`src/rtl/poly_chord_player.sv`:
```
// poly_chord_player
//
// Polyphonic square-wave chord player. Each of NUM_VOICES voices holds a note and a
// duration countdown and produces a square tone. The tones are summed, saturated and
// registered into one signed audio sample. A sticky song-done flag blocks new notes and
// raises done_out once every voice has drained.
//
// Optional feature (compile-time macro POLY_CHORD_VOICE_MUTE_EN):
//   adds mute_in; a muted voice is left out of the mix but otherwise keeps running.
//
// Ports:
//   clk_in                 system clock
//   rst_in                 asynchronous active-high reset
//   note_in                per-voice note, voice i at [i*NOTE_W +: NOTE_W], 0 = rest
//   duration_in            per-voice duration, same packing
//   new_note_in            per-voice one-cycle load strobe
//   time_advance_in        elapsed time units
//   time_advance_ready_in  one-cycle strobe qualifying time_advance_in
//   song_done_in           end-of-song indication (level or pulse)
//   mute_in                per-voice mute (only with POLY_CHORD_VOICE_MUTE_EN)
//   audio_out              signed mixed sample, one cycle behind the voice state
//   voice_active_out       per-voice busy flags
//   done_out               song finished and all voices idle (sticky until reset)

module poly_chord_player #(
    parameter int unsigned NUM_VOICES   = 3,
    parameter int unsigned NOTE_W       = 6,
    parameter int unsigned DUR_W        = 6,
    parameter int unsigned PERIOD_SHIFT = 4,
    parameter int unsigned SAMPLE_W     = 8,
    parameter int unsigned AMPLITUDE    = 32
) (
    input  logic                         clk_in,
    input  logic                         rst_in,
    input  logic [NUM_VOICES*NOTE_W-1:0] note_in,
    input  logic [NUM_VOICES*DUR_W-1:0]  duration_in,
    input  logic [NUM_VOICES-1:0]        new_note_in,
    input  logic [DUR_W-1:0]             time_advance_in,
    input  logic                         time_advance_ready_in,
    input  logic                         song_done_in,
`ifdef POLY_CHORD_VOICE_MUTE_EN
    input  logic [NUM_VOICES-1:0]        mute_in,
`endif
    output logic signed [SAMPLE_W-1:0]   audio_out,
    output logic [NUM_VOICES-1:0]        voice_active_out,
    output logic                         done_out
);

    // Tone counter must hold ((2^NOTE_W) << PERIOD_SHIFT) - 1.
    localparam int unsigned CNT_W = NOTE_W + PERIOD_SHIFT;

    localparam logic signed [31:0] AMP_POS = 32'(AMPLITUDE);
    localparam logic signed [31:0] AMP_NEG = -32'(AMPLITUDE);
    localparam logic signed [31:0] SAT_MAX = (32'sd1 <<< (SAMPLE_W - 1)) - 32'sd1;
    localparam logic signed [31:0] SAT_MIN = -(32'sd1 <<< (SAMPLE_W - 1));

    typedef enum logic {
        StIdle,
        StPlaying
    } voice_state_t;

    logic                       r_song_done;
    logic                       r_done;
    logic signed [SAMPLE_W-1:0] r_audio;

    logic                       w_song_done;
    logic                       w_all_idle;
    logic [NUM_VOICES-1:0]      w_active;
    logic [NUM_VOICES-1:0]      w_mute;
    logic signed [31:0]         w_contrib [NUM_VOICES];
    logic signed [31:0]         w_sum;
    logic signed [SAMPLE_W-1:0] w_sample;

    // Including the live input lets a song_done_in that arrives while everything is idle
    // raise done_out on the very next edge, and keeps a same-cycle load from racing it.
    assign w_song_done = r_song_done | song_done_in;
    assign w_all_idle  = ~|w_active;

`ifdef POLY_CHORD_VOICE_MUTE_EN
    assign w_mute = mute_in;
`else
    assign w_mute = '0;
`endif

    for (genvar gi = 0; gi < NUM_VOICES; gi++) begin : g_voice
        voice_state_t      r_state;
        logic [NOTE_W-1:0] r_note;
        logic [DUR_W-1:0]  r_remain;
        logic [CNT_W-1:0]  r_tone_cnt;
        logic              r_level;

        logic [NOTE_W-1:0] w_note_slice;
        logic [DUR_W-1:0]  w_dur_slice;
        logic              w_load;
        logic [CNT_W:0]    w_half;
        logic              w_wrap;
        logic [DUR_W-1:0]  w_step;

        assign w_note_slice = note_in[gi*NOTE_W +: NOTE_W];
        assign w_dur_slice  = duration_in[gi*DUR_W +: DUR_W];
        assign w_load       = new_note_in[gi] & ~w_song_done;

        // Half period in cycles: (note + 1) << PERIOD_SHIFT.
        assign w_half = ((CNT_W + 1)'(r_note) + (CNT_W + 1)'(1)) << PERIOD_SHIFT;
        assign w_wrap = ({1'b0, r_tone_cnt} == (w_half - (CNT_W + 1)'(1)));

        // Clamp the advance so the countdown stops at zero instead of wrapping.
        assign w_step = (time_advance_in < r_remain) ? time_advance_in : r_remain;

        always_ff @(posedge clk_in or posedge rst_in) begin
            if (rst_in) begin
                r_state    <= StIdle;
                r_note     <= '0;
                r_remain   <= '0;
                r_tone_cnt <= '0;
                r_level    <= 1'b0;
            end else begin
                case (r_state)
                    StIdle: begin
                        if (w_load && (w_dur_slice != '0)) begin
                            r_state    <= StPlaying;
                            r_note     <= w_note_slice;
                            r_remain   <= w_dur_slice;
                            r_tone_cnt <= '0;
                            r_level    <= 1'b1;
                        end
                    end
                    StPlaying: begin
                        if (w_load) begin
                            // Retrigger restarts the tone from the high half; a zero
                            // duration silences the voice instead.
                            if (w_dur_slice != '0) begin
                                r_note     <= w_note_slice;
                                r_remain   <= w_dur_slice;
                                r_tone_cnt <= '0;
                                r_level    <= 1'b1;
                            end else begin
                                r_state  <= StIdle;
                                r_remain <= '0;
                            end
                        end else begin
                            if (r_note != '0) begin
                                if (w_wrap) begin
                                    r_tone_cnt <= '0;
                                    r_level    <= ~r_level;
                                end else begin
                                    r_tone_cnt <= r_tone_cnt + 1'b1;
                                end
                            end
                            if (time_advance_ready_in) begin
                                r_remain <= r_remain - w_step;
                                // remain is never 0 while playing, so this only fires
                                // when the advance uses up the rest of the note.
                                if (r_remain == w_step) begin
                                    r_state <= StIdle;
                                end
                            end
                        end
                    end
                    default: r_state <= StIdle;
                endcase
            end
        end

        assign w_active[gi] = (r_state == StPlaying);

        assign w_contrib[gi] = (w_active[gi] && (r_note != '0) && !w_mute[gi])
                             ? (r_level ? AMP_POS : AMP_NEG)
                             : 32'sd0;
    end

    // Mix at full width, then saturate into the sample range.
    always_comb begin
        w_sum = '0;
        for (int i = 0; i < NUM_VOICES; i++) begin
            w_sum = w_sum + w_contrib[i];
        end
        if (w_sum > SAT_MAX) begin
            w_sample = SAT_MAX[SAMPLE_W-1:0];
        end else if (w_sum < SAT_MIN) begin
            w_sample = SAT_MIN[SAMPLE_W-1:0];
        end else begin
            w_sample = w_sum[SAMPLE_W-1:0];
        end
    end

    always_ff @(posedge clk_in or posedge rst_in) begin
        if (rst_in) begin
            r_song_done <= 1'b0;
            r_done      <= 1'b0;
            r_audio     <= '0;
        end else begin
            r_song_done <= w_song_done;
            r_done      <= r_done | (w_song_done & w_all_idle);
            r_audio     <= w_sample;
        end
    end

    assign audio_out        = r_audio;
    assign voice_active_out = w_active;
    assign done_out         = r_done;

endmodule

```
`config.mk`:
```
export PLATFORM = sky130hd
export DESIGN_NAME = poly_chord_player
export DESIGN_NICKNAME = d
export VERILOG_FILES = /design/src/rtl/poly_chord_player.sv
export SDC_FILE = /design/constraint.sdc
export NUM_CORES = 1
export LEC_CHECK = 0
export BUFFER_PORTS_ARGS = -buffer_cell sky130_fd_sc_hd__buf_2
export CORE_ASPECT_RATIO = 0.8
export CORE_UTILIZATION = 30
export CTS_CLUSTER_SIZE = 25
export DETAILED_ROUTE_END_ITERATION = 12
export GPL_ROUTABILITY_DRIVEN = 0
export GPL_TIMING_DRIVEN = 0
export PLACE_DENSITY_LB_ADDON = 0.1
export SLEW_MARGIN = 40
export SYNTH_ARGS = -nofsm -noshare
export SYNTH_HDL_FRONTEND = slang
export SYNTH_SLANG_ARGS = --single-unit
```
`constraint.sdc`:
```
create_clock -name clk_in -period 4.01 [get_ports clk_in]
set_input_delay 0.802 -clock clk_in [delete_from_list [all_inputs] [get_ports clk_in]]
set_output_delay 0.802 -clock clk_in [all_outputs]
set_load 0.005 [all_outputs]
```
After elaboration in Yosys (flattened, before gate mapping)
Cells that the tools add are included.
Storage, ports and cells
  logic and storage cells: 195
  register bits after elaboration: 82
Operators by class
  reductions and logical operators: 26
  equality and inequality tests: 27
  multiplexer cells: 92
  $lt $le $gt $ge: 5
  bitwise gates (word level): 13
  add/subtract/negate cells: 14
Operators with widths (count)
  $mux 32: 6
  $mux 10: 15
  $mux 6: 24
  $pmux 6 s2: 6
  $add 32x32->32: 2
  $pmux 10 s2: 3
  $reduce_bool 6->1: 6
  $eq 10x11->1: 3
  $sub 11x1->11 const B: 3
  $gt 32x8->1 const B: 1
  $lt 32x8->1 const B: 1
  $add 10x1->10 const B: 3
  $mux 1: 30
  $add 6x1->7 const B: 3
  $eq 6x6->1: 3
  $lt 6x6->1: 3
  $ne 3x1->1 const B: 6
  $ne 3x2->1 const B: 6
  $reduce_and 3->1: 6
  $sub 6x6->6: 3
  $mux 8: 2
  $ne 2x1->1 const B: 6
  $pmux 1 s2: 6
  $reduce_and 4->1: 3
  8 further kinds: 27

Depth between registers and ports, before layout
Gate-level depths: netlist (run 1).
  depth in word-level cells: 8
  depth in mapped cells: 15
  depth with buffers taken out: 15

Least setup slack after synthesis (run 1)
OpenSTA, ideal clock, no wires.
  kind: register to register
  start: register g_voice[2].r_note[0]
  end: register r_audio[5], in the netlist audio_out[5]
  data required time: 3.861 ns
  stages on the path, launching flop included: 14
  arrival: 3.887 ns
  slack: -0.025 ns
  path buffers: 0
  path through: dfrtp_1 -> inv_1 -> ha_1 -> a21boi_1 -> nand2b_1 -> fa_1 -> inv_1 -> ha_1 -> inv_1 -> fa_1 -> fa_1 -> fa_1 -> o41ai_1 -> o21ai_0
Between the ends
  cells in the longest elaborated chain, start to end: 7
  elaborated cells between the ends (all ways): 8
  classes of those cells: add/sub (1); order compare (2); mux (3); reduce/logical (2)
Ends and longest elaborated chain
  from (decl): line 87  | logic [NOTE_W-1:0] r_note;
  from (signal assigned): line 122  | r_note <= w_note_slice;
  from (signal assigned): line 133  | r_note <= w_note_slice;
  $reduce_bool 6->1 *: line 167  | assign w_contrib[gi] = (w_active[gi] && (r_note != '0) && !w_mute[gi])
  $logic_and 1x1->1 *: line 167
  $mux 32 *: line 168  | ? (r_level ? AMP_POS : AMP_NEG)
  $add 32x32->32 *: line 176  | w_sum = w_sum + w_contrib[i];
  $lt 32x8->1: line 180  | end else if (w_sum < SAT_MIN) begin
  $mux 8: line 180
  $mux 8 *: line 178  | if (w_sum > SAT_MAX) begin
  net w_sample[5]: line 72  | logic signed [SAMPLE_W-1:0] w_sample;
  to (signal assigned): line 195  | r_audio <= w_sample;
  to (decl): line 64  | logic signed [SAMPLE_W-1:0] r_audio;
The timed path passes the listed nets; every way through them passes the cells marked *.
A chain may end at the register's enable or synchronous reset.

Worst setup path after layout (run 1)
  start: register g_voice[2].r_note[1]
  end: register r_audio[5], in the netlist audio_out[5]
Same word-level chain as after synthesis.

==> out/metrics.yaml, run 1 <==
relSlewSlack_pct: 56.9
synth_ff_type: "dfrtp_1"
grt_pass1_wl_microns: 25900
path_cells: "inv_1 -> ha_1 -> a21boi_4 -> nand2b_1 -> fa_2 -> inv_4 -> ha_1 -> inv_1 -> fa_1 -> fa_1 -> fa_1 -> inv_1 -> xnor2_2 -> o21ai_0"
worst_slew_pin_slew_ns: 0.642
cts_buffer_depth: 2
fill_cells: 1953
crit_family: "adder cells"
drc: 0
setup_tns_ns: 0
yosys.area.top_type: "dfrtp_1"
ant_nets: 0
p_leak_nw: 3.17
hold_class: "input port to async pin"
clkLatencyLatePin_ns: 0.35
p_per_area_nw_per_um2: 573
synth_area_per_cell_sq_um: 8.93
fin_cells: 1002
grt_pass1_vias: 5060
path_buf_inv: 4
cp_data_required_time_ns: 4.22
place_inst: 985
cts.sinks: 78
synth_most_common_cell: "dfrtp_1"
async_flop_share_pct: 100
r2r-start: "g_voice[2].r_note[1]"
fin_area_sq_um: 7030
cts-root-buf: "clkbuf_16"
peakVddDrop_mv: 0.203
clk_pin_slew_ns: 0.07
dpl.hpwl_microns: 11800
dieArea_sq_um: 20400
slew_violations: 0
ys_warn_count: 0
power_w: 0.00403
synth_area_leaders: "dfrtp_1 33%, ha_1 8.8%, a21oi_1 4.0%"
worstPathArrival_ns: 4.05
ys_seq_elements: 78
drive_above_1_share_pct: 18.4
initial_utilization_pct: 31.0
synth_nets: 767
coreArea_sq_um: 19200
fin_crit_ns: 3.84
endpoint_kind: "flip-flop"
first_pass_iters: 5
grt_max_degree: 45
syn_to_final_growth_pct: 18.3
nNetsFinal: 840
max_cap_viol_count: 0
fp-row-count: 45
post-route-period-util_pct: 95.8
worst_slack_ns: 0.169
cts_hold_buf: 0
cp_slowest_stage_delay_ns: 0.54
yosysSeqAreaShare_pct: 32.8
gr-total-overflow: 0
synth_cells: 666
cts_htree_levels: 3
synth_edf_count: 0
worst_setup_path_start_kind: "flip-flop"
mappedNetlistArea_sq_um: 5950
synth.distinct_cells: 64
totalWireLength_microns: 15600
synth_top_area_share_pct: 32.8
port_buffers: 60
cts_tree: "done"
slowest_stage: "fa_2"
cts_buffers: 9
grt_use_total_pct: 16.0
antenna_cells: 0
via_count: 5117
drt_iter0_drc: 275
via_per_inst: 5.11
hold_violations: 0
critPathMaxFanout: 9
io_pins: 61
antenna_found_initial: 0
clock_skew_ns: 0.00729
synth_commonest_cells: "78 x dfrtp_1, 54 x nand2_1, 48 x a21oi_1, 45 x inv_1, 42 x ha_1"
die_w_microns: 159
avgRoutedWirePerCell_microns: 15.6
die_y_microns: 128
place_area_sq_um: 6610
place_ws_ns: -0.520
crit_type: "flip-flop to flip-flop"
cp-startpoint: "g_voice[2].r_note[1]"
status: "finished, final reports clean"
fmax_mhz: 260
setup_viol: 0
cell usage in the layout (no fill, tap or decap), types with 5 or more instances in the layout:
cell       netlist  routed
a211oi_1        11      11
a21o_1          21      21
a21oi_1         48      48
a31oi_1         10       9
and3_1           9       9
buf_2            6      65
buf_4            8      12
clkbuf_1        16      14
clkbuf_16        0       9
dfrtp_1         78      73
dfrtp_2          0       5
fa_1            10       9
ha_1            42      42
inv_1           45      43
mux2_2          16      16
mux2i_1         20      20
nand2_1         54      54
nand2b_1        18      18
nand3_1         33      33
nand4_1         15      15
nor2_1          36      36
nor3_1           8       7
nor4_1           8       6
o21ai_0         37      37
o21ai_1          6       6
o31ai_1          8       8
xnor2_1         25      24
xor2_1          12      12
power breakdown:
| part | switching [W] | total [W] | internal (W) |
|---|---|---|---|
| Sequential | 0.000187 | 0.00113 | 0.000945 |
| Clock | 0.000348 | 0.000882 | 0.000535 |
| Combinational | 0.00110 | 0.00202 | 0.000918 |
routing by layer:
metal  GRT usage, %  share of wire (%)  vias to the layer above
met1           22.8                 53                     2470
met5              0                  0                        -
met4           4.69                1.1                        0
met3           3.04                3.0                       15
li1               -                  -                     2540
met2           24.5                 43                       92
flip-flops by register name, summed over array words and instances (netlist names):
register / cells
g_voice.r_tone_cnt: 30
g_voice.r_remain: 18
done_out: 1
audio_out: 4
r_song_done: 1
g_voice.r_level: 3
g_voice.r_note: 18
g_voice.r_state: 3
repair_timing:
action,in CTS,in global routing
pin swaps,1,4
endpoints found under the hold margin,0,0
gates resized for setup,14,5
buffers inserted,0,4
endpoints found under the setup margin,3,2
per-stage QoR:
stage	utilization [%]	hold WS, ns
after floorplan	-	0.454
after global placement	34.3	0.485
after detailed placement	34.4	0.485
after CTS	36.4	0.446
after global routing	36.6	0.457
final	36.6	0.448
cells by family after synthesis:
kind of cell | synth area share [%]
flip-flops | 32.8
XOR/XNOR | 5.45
adder cells (fa/ha/maj) | 12.2
buffers and inverters | 5.81
AO/OA/AOI/OAI | 20.1
multiplexers | 6.77
AND/OR/NAND/NOR | 16.9
final timing paths:
kind | depth (start not counted) | to | slack, ns
max in group asynchronous | 3 | g_voice[0].r_note[0] | 2.99
hold / removal | 2 | audio_out[4] | 0.45
hold reg to reg | 1 | g_voice[2].r_level | 0.50
setup reg to reg | 14 | audio_out[5] | 0.17
min in group clk_in | 1 | g_voice[2].r_level | 0.50
setup / recovery | 14 | audio_out[5] | 0.17
layout make-up:
type / count / area, sq um / share of cell area, %
repair buffers: 65 / 358 / 5.09
clock buffers: 12 / 267 / 3.79
flip-flops and latches: 78 / 1960 / 27.8
inverters: 45 / 176 / 2.51
multi-input cells: 509 / 3730 / 53.1
plain buffers: 31 / 166 / 2.37
well taps: 258 / 323 / 4.59
clock inverters: 4 / 53.8 / 0.765
Power figures use the tool's default switching activity.
==> run 2: changes to the inputs <==
--- a/config.mk
+++ b/config.mk
@@ -7,7 +7,7 @@
 export LEC_CHECK = 0
 export BUFFER_PORTS_ARGS = -buffer_cell sky130_fd_sc_hd__buf_2
 export CORE_ASPECT_RATIO = 0.8
-export CORE_UTILIZATION = 30
+export CORE_UTILIZATION = 45
 export CTS_CLUSTER_SIZE = 25
 export DETAILED_ROUTE_END_ITERATION = 12
 export GPL_ROUTABILITY_DRIVEN = 0
==> out/metrics.yaml, run 2 (synthesis gave the netlist of run 1 again) <==
clock_skew_ns: 0.00800
fmax_mhz: 267
die_y_microns: 105
endpoint_kind: "flip-flop"
syn_to_final_growth_pct: 15.8
rsz0062_at_grt: "no"
fin_crit_ns: 3.75
cp_data_required_time_ns: 4.21
status: "finished, final reports clean"
slew_violations: 0
relSlewSlack_pct: 56.9
post-route-period-util_pct: 93.4
antenna_found_initial: 0
cts_buffer_depth: 2
setup_viol: 0
die_w_microns: 131
timing.rr.end: "audio_out[5]"
grt_max_degree: 44
io_pins: 61
peakVddDrop_mv: 0.321
setup_tns_ns: 0
fill_cells: 1239
mostFrequentLayoutCell: "dfrtp_1"
drc: 0
ff2ff_path_depth: 13
crit_type: "flip-flop to flip-flop"
drt_iter0_drc: 234
worst_setup_path_start_kind: "flip-flop"
worstPathArrival_ns: 3.95
drive_above_1_share_pct: 18.4
coreArea_sq_um: 12900
reg.largest.list: "g_voice.r_tone_cnt x30, g_voice.r_note x18, g_voice.r_remain x18"
grt_pass1_vias: 5012
path_buf_inv: 3
p_leak_nw: 3.15
antenna_cells: 0
largest_reg_flops: 30
grt_use_total_pct: 22.9
cts-root-buf: "clkbuf_16"
max_cap_viol_count: 0
fin_cells: 920
totalWireLength_microns: 14200
top_register: "g_voice.r_tone_cnt"
ff2ff_setup_slack_ns: 0.26
worst_slew_pin_slew_ns: 0.642
clk_pin_slew_ns: 0.06
nNetsFinal: 841
ant_nets: 0
slowest_stage: "fa_1"
place_inst: 902
power_w: 0.00389
cts_buffers: 9
mostFrequentLayoutCells: "73 x dfrtp_1, 66 x buf_2, 54 x nand2_1, 48 x a21oi_1, 43 x inv_1"
crit_family: "adder cells"
first_pass_iters: 4
via_count: 5126
port_buffers: 60
avgRoutedWirePerCell_microns: 15.4
hold_class: "input port to async pin"
cts_htree_levels: 3
critPathMaxFanout: 10
via_per_inst: 5.57
grt_pass1_wl_microns: 24600
dieArea_sq_um: 13700
initial_utilization_pct: 46.2
dpl.hpwl_microns: 10500
cts.sinks: 78
path_cells: "nor4_4 -> a21boi_4 -> nand2b_1 -> fa_2 -> inv_4 -> ha_1 -> inv_1 -> fa_2 -> fa_1 -> fa_1 -> inv_1 -> xnor2_1 -> o21ai_0"
gr-total-overflow: 0
fp-row-count: 37
clkLatencyLatePin_ns: 0.35
cp_slowest_stage_delay_ns: 0.53
hold_violations: 0
p_per_area_nw_per_um2: 565
r2r-start: "g_voice[0].r_note[4]"
cts_tree: "done"
-- run 2: power by group --
group,switching [W],internal (W)
registers,0.000179,0.000946
logic,0.00108,0.000918
clock network,0.000332,0.000433
-- run 2: worst max-delay path by stage --
stage	from	end	slack [ns]	cells after the start
detailed placement	g_voice[0].r_note[0]	audio_out[5]	-0.61	13
global placement	g_voice[0].r_note[0]	audio_out[5]	-0.57	13
CTS	g_voice[0].r_note[3]	audio_out[5]	0.08	14
global route	g_voice[0].r_note[2]	audio_out[5]	0.04	14
finish	g_voice[0].r_note[4]	audio_out[5]	0.26	13
floorplan	g_voice[0].r_note[0]	audio_out[5]	0.06	13
-- run 2: final cells by class --
cell class              instances  area (sq um)  share of cell area [%]
clock buffers                  12           246                    3.58
clock inverters                 4          22.5                   0.327
plain buffers                  31           164                    2.38
flip-flops and latches         78          1960                    28.4
well taps                     175           219                    3.18
repair buffers                 66           358                    5.20
multi-input cells             509          3740                    54.4
inverters                      45           176                    2.56
-- run 2: stage by stage --
stage / utilization (%) / instance area (sq um) / hold slack, ns / setup slack (ns)
after detailed placement: 50.5 / 6500 / 0.479 / -0.606
after global placement: 50.3 / 6480 / 0.477 / -0.572
after floorplan: - / 5960 / 0.454 / 0.0626
after CTS: 53.3 / 6860 / 0.470 / 0.0761
final: 53.5 / 6890 / 0.457 / 0.263
after global routing: 53.5 / 6890 / 0.483 / 0.0406
-- run 2: layer usage --
layer | track usage (%) | routed length, microns | part of all wire, % | vias up
met5 | 0 | 0 | 0 | -
met4 | 5.09 | 125 | 0.88 | 0
met3 | 5.68 | 515 | 3.6 | 11
met2 | 35.5 | 6520 | 46 | 77
met1 | 32.1 | 7000 | 49 | 2478
li1 | - | - | - | 2560
-- run 2: timing repair --
action / CTS / global route
pin swaps: 3 / 2
cloned: 0 / 0
endpoints found under the setup margin: 4 / 2
endpoints found under the hold margin: 0 / 0
buffers inserted: 3 / 2
hold buffers: 0 / 0
resized for setup: 14 / 6
